`src/rtl/sca_pkg.sv`:
```
// Shared types and defaults for the SCA pulse qualifier: FSM states, event classes
// and the over > short > good classification rule used when a pulse ends.
package sca_pkg;

  typedef enum logic [1:0] {
    IDLE,
    PULSE,
    STUCK,
    DEAD
  } state_e;

  typedef enum logic [1:0] {
    GOOD,
    OVER,
    SHORT,
    LONG
  } evt_class_e;

  localparam int DEF_WIDTH_BITS  = 16;
  localparam int DEF_MIN_WIDTH   = 4;
  localparam int DEF_MAX_WIDTH   = 1024;
  localparam int DEF_DEAD_CYCLES = 64;
  localparam int DEF_CNT_WIDTH   = 32;

  function automatic evt_class_e classify(input logic over, input logic short_pulse);
    if (over) begin
      return OVER;
    end else if (short_pulse) begin
      return SHORT;
    end else begin
      return GOOD;
    end
  endfunction

endpackage

```
`src/rtl/sca_event_counter.sv`:
```
// Saturating event counter with synchronous clear; clear wins over a coincident increment.
module sca_event_counter #(
  parameter int CNT_WIDTH = 32
) (
  input  logic                 clk,
  input  logic                 rst,
  input  logic                 clr,
  input  logic                 inc,
  output logic [CNT_WIDTH-1:0] count
);

  always_ff @(posedge clk) begin
    if (rst || clr) begin
      count <= '0;
    end else if (inc && (count != '1)) begin
      count <= count + 1'b1;
    end
  end

endmodule

```
`src/rtl/sca_pulse_qualifier.sv`:
```
// Single-channel-analyser pulse qualifier: measures vll pulses, classifies them and
// applies a dead time. Define SCA_COUNTERS_EN to add the good/rejected event counters.
module sca_pulse_qualifier
  import sca_pkg::*;
#(
  parameter int WIDTH_BITS  = DEF_WIDTH_BITS,
  parameter int MIN_WIDTH   = DEF_MIN_WIDTH,
  parameter int MAX_WIDTH   = DEF_MAX_WIDTH,
  parameter int DEAD_CYCLES = DEF_DEAD_CYCLES,
  parameter int CNT_WIDTH   = DEF_CNT_WIDTH
) (
  input  logic                  adc_clk,
  input  logic                  rst,
  input  logic                  vll,
  input  logic                  vlh,
  output logic                  evt_good,
  output logic                  evt_over,
  output logic                  evt_short,
  output logic                  evt_long,
  output logic [WIDTH_BITS-1:0] pulse_width,
  output logic                  busy
`ifdef SCA_COUNTERS_EN
  ,
  input  logic                  cnt_clr,
  output logic [CNT_WIDTH-1:0]  good_cnt,
  output logic [CNT_WIDTH-1:0]  rej_cnt
`endif
);

  localparam int DEAD_BITS = (DEAD_CYCLES > 1) ? $clog2(DEAD_CYCLES) : 1;
  localparam logic [DEAD_BITS-1:0] DEAD_LOAD =
    DEAD_BITS'((DEAD_CYCLES > 0) ? DEAD_CYCLES - 1 : 0);
  localparam logic [WIDTH_BITS-1:0] MAX_W = WIDTH_BITS'(MAX_WIDTH);
  localparam logic [WIDTH_BITS-1:0] MIN_W = WIDTH_BITS'(MIN_WIDTH);
  localparam state_e END_STATE = (DEAD_CYCLES > 0) ? DEAD : IDLE;

  // Empty marker blocks make an illegal configuration visible in the elaborated hierarchy.
  if (MAX_WIDTH >= (64'd1 << WIDTH_BITS)) begin : g_max_width_too_large
  end
  if (CNT_WIDTH < 1) begin : g_cnt_width_invalid
  end

  state_e                state, state_nxt;
  logic [WIDTH_BITS-1:0] width_cnt, width_nxt, width_inc;
  logic                  over_flag, over_nxt;
  logic [DEAD_BITS-1:0]  dead_cnt, dead_nxt;
  logic [WIDTH_BITS-1:0] pw_nxt;
  logic                  fire;
  evt_class_e            fire_class;

  always_ff @(posedge adc_clk) begin
    if (rst) begin
      state       <= IDLE;
      width_cnt   <= '0;
      over_flag   <= 1'b0;
      dead_cnt    <= '0;
      evt_good    <= 1'b0;
      evt_over    <= 1'b0;
      evt_short   <= 1'b0;
      evt_long    <= 1'b0;
      pulse_width <= '0;
      busy        <= 1'b0;
    end else begin
      state       <= state_nxt;
      width_cnt   <= width_nxt;
      over_flag   <= over_nxt;
      dead_cnt    <= dead_nxt;
      evt_good    <= fire && (fire_class == GOOD);
      evt_over    <= fire && (fire_class == OVER);
      evt_short   <= fire && (fire_class == SHORT);
      evt_long    <= fire && (fire_class == LONG);
      pulse_width <= pw_nxt;
      busy        <= (state_nxt != IDLE);
    end
  end

  // The end sample's vlh is not folded into the over flag: only vll=1 samples count.
  always_comb begin
    state_nxt  = state;
    width_nxt  = width_cnt;
    over_nxt   = over_flag;
    dead_nxt   = dead_cnt;
    pw_nxt     = pulse_width;
    fire       = 1'b0;
    fire_class = GOOD;
    width_inc  = width_cnt + 1'b1;

    case (state)
      IDLE: begin
        if (vll) begin
          width_nxt = WIDTH_BITS'(1);
          over_nxt  = ~vlh;
          state_nxt = PULSE;
          if (MAX_W == WIDTH_BITS'(1)) begin
            fire       = 1'b1;
            fire_class = LONG;
            pw_nxt     = MAX_W;
            state_nxt  = STUCK;
          end
        end
      end

      PULSE: begin
        if (vll) begin
          width_nxt = width_inc;
          over_nxt  = over_flag | ~vlh;
          if (width_inc == MAX_W) begin
            fire       = 1'b1;
            fire_class = LONG;
            pw_nxt     = MAX_W;
            state_nxt  = STUCK;
          end
        end else begin
          fire       = 1'b1;
          fire_class = classify(over_flag, width_cnt < MIN_W);
          pw_nxt     = width_cnt;
          state_nxt  = END_STATE;
          dead_nxt   = DEAD_LOAD;
        end
      end

      STUCK: begin
        if (!vll) begin
          state_nxt = END_STATE;
          dead_nxt  = DEAD_LOAD;
        end
      end

      DEAD: begin
        if (dead_cnt == '0) begin
          state_nxt = IDLE;
        end else begin
          dead_nxt = dead_cnt - 1'b1;
        end
      end

      default: begin
        state_nxt = IDLE;
      end
    endcase
  end

`ifdef SCA_COUNTERS_EN
  sca_event_counter #(
    .CNT_WIDTH (CNT_WIDTH)
  ) u_good_counter (
    .clk   (adc_clk),
    .rst   (rst),
    .clr   (cnt_clr),
    .inc   (fire && (fire_class == GOOD)),
    .count (good_cnt)
  );

  sca_event_counter #(
    .CNT_WIDTH (CNT_WIDTH)
  ) u_rej_counter (
    .clk   (adc_clk),
    .rst   (rst),
    .clr   (cnt_clr),
    .inc   (fire && (fire_class != GOOD)),
    .count (rej_cnt)
  );
`endif

endmodule

```
`config.mk`:
```
export PLATFORM = sky130hd
export DESIGN_NAME = sca_pulse_qualifier
export DESIGN_NICKNAME = d
export VERILOG_FILES = /design/src/rtl/sca_pkg.sv /design/src/rtl/sca_event_counter.sv /design/src/rtl/sca_pulse_qualifier.sv
export SDC_FILE = /design/constraint.sdc
export NUM_CORES = 1
export LEC_CHECK = 0
export ABC_AREA = 0
export CORE_AREA = 3 3 80 82
export DETAILED_ROUTE_END_ITERATION = 8
export DIE_AREA = 0 0 83 85
export PLACE_DENSITY_LB_ADDON = 0.1
export SLEW_MARGIN = 20
export SYNTH_ARGS = -nofsm -noshare
export SYNTH_HDL_FRONTEND = slang
export SYNTH_SLANG_ARGS = --single-unit
```
`constraint.sdc`:
```
create_clock -name adc_clk -period 3.9 [get_ports adc_clk]
set_clock_uncertainty 0.2 [all_clocks]
set_input_delay 0.585 -clock adc_clk [delete_from_list [all_inputs] [get_ports adc_clk]]
set_output_delay 0.585 -clock adc_clk [all_outputs]
set_load 0.005 [all_outputs]
```
Word level (Yosys, flattened, before mapping) --
Cells that the tools add are included.
Storage, ports and cells: flip-flop bits (word level) 46, latch bits 0, RAM bits 0, ROM bits 0, output and inout port bits 21, memories kept 0
Cells by class: add/sub/neg operators 2, multipliers 0, div/mod/pow operators 0, magnitude comparators 1, equal/unequal tests 12, shifts and indexed selects 0, multiplexer cells 25, bitwise operators 2, reductions and logical operators 14
Operator list (number):
- $mux W16 | 4
- $pmux W16 S2 | 1
- $mux W2 | 10
- $add A16 B1 Y16 const B | 1
- $eq A16 B11 Y1 const B | 1
- $lt A16 B3 Y1 const B | 1
- $mux W6 | 2
- $pmux W6 S2 | 1
- $eq A2 B2 Y1 const B | 4
- $ne A2 B2 Y1 const B | 4
- $pmux W2 S4 | 1
- $logic_not A6 Y1 | 1
- $reduce_and A3 Y1 | 2
- $reduce_bool A2 Y1 | 3
- $sub A6 B1 Y6 const B | 1
- $mux W1 | 5
- $eq A2 B1 Y1 const B | 2
- $logic_and A1 B1 Y1 | 4
- $logic_not A2 Y1 | 2
- $ne A2 B1 Y1 const B | 1
- $pmux W1 S2 | 1
- $reduce_and A2 Y1 | 1
- $reduce_or A2 Y1 | 1
- $not A1 Y1 | 1
- $or A1 B1 Y1 | 1

Logic depth before layout (Yosys ltp) --
depth in word-level cells 7, gate-level depth with buffers 10, mapped depth without buffers 9

Worst setup path before layout --
No wires, ideal clock.
path type register -> register, start point register width_cnt[0], end point register pulse_width[15], setup time 117 ps, arrival time 2293 ps, path slack 1290 ps, stages on the path, launching flop included 10, path buffers 1, cells stage by stage dfxtp_1 ha_1 nand3_2 or3b_4 mux2i_1 nor3b_1 a41o_1 a21oi_4 buf_6 a22o_1
On the way: cells in the longest elaborated chain, start to end 4
Ends and longest elaborated chain:
- start: declaration | RTL line sca_pulse_qualifier.sv:44 | logic [WIDTH_BITS-1:0] width_cnt, width_nxt, width_inc;
- start signal: assignment | RTL line sca_pulse_qualifier.sv:65 | width_cnt <= width_nxt;
- $add A16 B1 Y16 | RTL line sca_pulse_qualifier.sv:86 | width_inc = width_cnt + 1'b1;
- $eq A16 B11 Y1 | RTL line sca_pulse_qualifier.sv:107 | if (width_inc == MAX_W) begin
- $ne A2 B1 Y1 (no line)
- $reduce_and A2 Y1 (no line)
- end signal: assignment | RTL line sca_pulse_qualifier.sv:72 | pulse_width <= pw_nxt;
- end: declaration | RTL line sca_pulse_qualifier.sv:20 | output logic [WIDTH_BITS-1:0] pulse_width,
Every way passes these cells. A chain may end at the register's enable or synchronous reset.

Final worst setup path --
start point register width_cnt[0], end point register busy
On the way: cells in the longest elaborated chain, start to end 6
Ends and longest elaborated chain:
- $add A16 B1 Y16 | RTL line sca_pulse_qualifier.sv:86
- $eq A16 B11 Y1 | RTL line sca_pulse_qualifier.sv:107
- $mux W2 | RTL line sca_pulse_qualifier.sv:107
- $mux W2 | RTL line sca_pulse_qualifier.sv:104 | if (vll) begin
- $pmux W2 S4 | RTL line sca_pulse_qualifier.sv:88 | case (state)
- $reduce_bool A2 Y1 | RTL line sca_pulse_qualifier.sv:73 | busy <= (state_nxt != IDLE);
- end signal: assignment | RTL line sca_pulse_qualifier.sv:73
- end: declaration | RTL line sca_pulse_qualifier.sv:21 | output logic busy
Every way passes these cells.

==> metrics.md <==
| Metric | Value |
|---|---|
| Status | complete, no violations |
| Most frequent cell after synthesis | dfxtp_1 |
| Post-CTS setup buffer count | 0 |
| Crit path from | width_cnt[0]$_SDFFE_PP0P_ |
| Leakage | 0.938 nW |
| Sw Ratio | between 30% and 40% |
| DP HPWL | roughly 3.7 mm |
| Primary FF master, synth | dfxtp_1 |
| DR vias/cell | between 5 and 6 |
| FILL cells | approximately 570 |
| Reg-to-Reg Start | width_cnt[0]$_SDFFE_PP0P_ |
| Routed vias | between 1500 and 2000 |
| RSZ-0062 raised after global routing | false |
| Post-Syn Area | 2290 um^2 |
| Post-route ant nets | 0 |
| Post-CTS resize count | 0 |
| Total Wirelength | about 5.4 mm |
| Max Cap Viol | 0 |
| Largest cells by area after synthesis | dfxtp_1, nor2_1, a22o_1 |
| Clk_lat worst skew | 300 ps |
| Port Buffer Count | 24 |
| Largest net degree at the start of global routing | 33 |
| Startpoint Class | register |
| First-pass GRT wire length | 9.40 mm |
| Worst EP arrival | 2940 ps |
| Gpl congestion | 0.787 |
| FFs w/ async S/R, synth | 0% |
| Syn Inst Count | between 200 and 300 |
| H-Tree Depth | 2 |
| Max Freq | 338 MHz |
| CP top delay family | simple AND/OR/NAND/NOR gates |
| Worst-path cell chain | ha_1 > nand3_2 > nor3_1 > xnor2_1 > nor4_1 > nand4_1 > nand4b_1 > or3b_1 |
| Die ar. | 7060 um^2 |
| Die Y | around 85 um |
| Remaining Overflow, GRT | 0 |
| Sequential share of the synthesized area | 40.2% |
| Initial antenna violation count | 0 |
| Placeable Area | between 5000 and 6000 um^2 |
| Slowest-stage cell, CP | dfxtp_1 |
| Final Hold Vio Count | 0 |
| Comb pwr share | just under 30% |
| Clock root cell | clkbuf_8 |
| Crit share post-route | between 70% and 80% |
| Clk sinks | 46 |
| Crit path time final | 2950 ps |
| Worst-path fanout max | 9 |
| CTS Buf Count | 5 |
| Worst-Margin Slew | just over 900 ps |
| Die X-Extent | between 80 and 90 um |
| Ys Warns | 0 |
| Cell area power density | 499 nW/um^2 |
| Synth cell types | 41 |
| WS Path Type | register to register |
| Max-slew headroom | between 30 and 40% |
| Area leader, netlist | dfxtp_1 |
| Post-CTS Hold Fix Bufs | 0 |
| Clk buf depth | 2 |
| Worst-path clk slew | ~90 ps |
| Worst Hold Launch | pulse_width[15]$_SDFFE_PP0P_ |
| Largest stage delay, worst path | a little over 500 ps |
| Post-synth EDFFs | 0 |
| Initial DRC Count | 108 |
| VDD IR max | approximately 190 uV |
| CP endpoint kind | register |
| Clk pwr share | between 20% and 30% |
| Cell internal pwr | between 800 and 900 uW |
| Number of synthesized register bits | 46 |
| Hold WS | ~280 ps |
| Io pins | 25 |
| Final-report setup violation count | 0 |
| DRC Markers | 0 |
| Sequential power share | 42.9% |
| DR WL/cell | approximately 15 um |
| P&R area growth vs syn | 15.5% |
| Syn Area/Cell | between 8 and 9 um^2 |
| Gr usage total | between 10% and 20% |
| Post-synth top cells | dfxtp_1, nor2_1, a21oi_1, nand2_1, a22o_1 |
| Pre-antenna DRT Iters | 4 |
| Synth Net Count | 284 |
| Diode count | 0 |
| CTS tree | yes |
| HP Class | register to register |
| Initial Utilization | between 30% and 40% |
| Vias in the first global route | 1905 |
| Worst path buffer plus inverter count | 0 |
| Yosys top cell area share | between 40% and 50% |
| Final Max Slew Viols | 0 |
| Row cnt | 28 |
| NetSw | 459 uW |
| Fin Setup TNS | 0 ps |
| # nets final | ~290 |
| Worst path required time | slightly below 4000 ps |
| Share of cells above drive strength 1 | slightly below 5% |
## power by group through the flow
| stage | logic [mW] | clock network (mW) | registers, mW |
|---|---|---|---|
| 2_1_floorplan | 0.299 | 0 | 0.568 |
| 3_3_place_gp | 0.394 | 0 | 0.579 |
| 3_5_place_dp | 0.392 | 0 | 0.579 |
| 4_1_cts | 0.394 | 0.374 | 0.568 |
| 5_1_grt | 0.448 | 0.389 | 0.576 |
| 6_report | 0.392 | 0.362 | 0.567 |
## kinds of logic after synthesis
| family | synth area share [%] |
|---|---|
| AOI/OAI and AO/OA | 21.6 |
| adders and majority gates | 4.37 |
| buffers and inverters | 5.95 |
| and+or+nand+nor | 23.3 |
| DFF | 40.2 |
| xor gates and xnor gates | 4.21 |
| muxes | 0.437 |
## worst reg2reg max path, stage by stage, from the launching register on
cell and delay [ps]:
dfxtp_1 510, ha_1 310, nand3_2 210, nor3_1 400, xnor2_1 140, nor4_1 360
nand4_1 210, nand4b_1 160, or3b_1 350
## cell type report
type                       count  area, um^2  share of cell area (%)
clock inverter                 3        45.0                    1.70
clock buffer                   5        68.8                    2.60
multi-input combinational    196        1240                    46.7
timing repair buffer          26         255                    9.65
tap                           75        93.8                    3.55
sequential                    46         921                    34.8
inverter                       7        26.3                   0.993
## through the flow
| step | setup WS [ps] | area (um^2) | utilization [%] | power [mW] | cells |
|---|---|---|---|---|---|
| after global placement | 983 | 2530 | 43.5 | 0.974 | 350 |
| after detailed placement | 980 | 2530 | 43.5 | 0.971 | 350 |
| after global routing | 665 | 2650 | 45.5 | 1.41 | 358 |
| after CTS | 946 | 2640 | 45.5 | 1.34 | 358 |
| final | 945 | 2650 | 45.5 | 1.32 | 358 |
| after floorplan | 1290 | 2290 | - | 0.867 | 272 |
## routing by layer
layer	track usage, %	wire length (um)	up-vias
met5	0	0	-
met4	4.01	35	0
met3	3.30	229	4
met2	25.8	2420	36
met1	22.1	2750	912
li1	-	-	1011
## cell usage in the layout, fill, tap and decap left out, drive strengths merged, types with 6 or more instances in the layout
cell / count
dfxtp: 46
nand4: 8
nor2: 36
a21oi: 20
a311oi: 6
a22o: 15
clkdlybuf4s50: 24
nand2: 17
xnor2: 6
nor4: 10
ha: 8
nor3: 12
o21ai: 11
inv: 7
## worst paths after layout
path              slack, ps                           end  cells after the start
setup / recovery        950               busy$_SDFF_PP0_                      8
hold / removal          280  pulse_width[15]$_SDFFE_PP0P_                      1
setup reg to reg        950               busy$_SDFF_PP0_                      8
hold reg to reg         280  pulse_width[15]$_SDFFE_PP0P_                      1
## state kept, by name, summed over array words and instances, names as in the netlist
name,cells
dead_cnt,6
evt_good,1
busy,1
width_cnt,16
state,2
evt_over,1
over_flag,1
pulse_width,16
evt_short,1
evt_long,1
No activity file was read; power rests on OpenSTA's default activity.
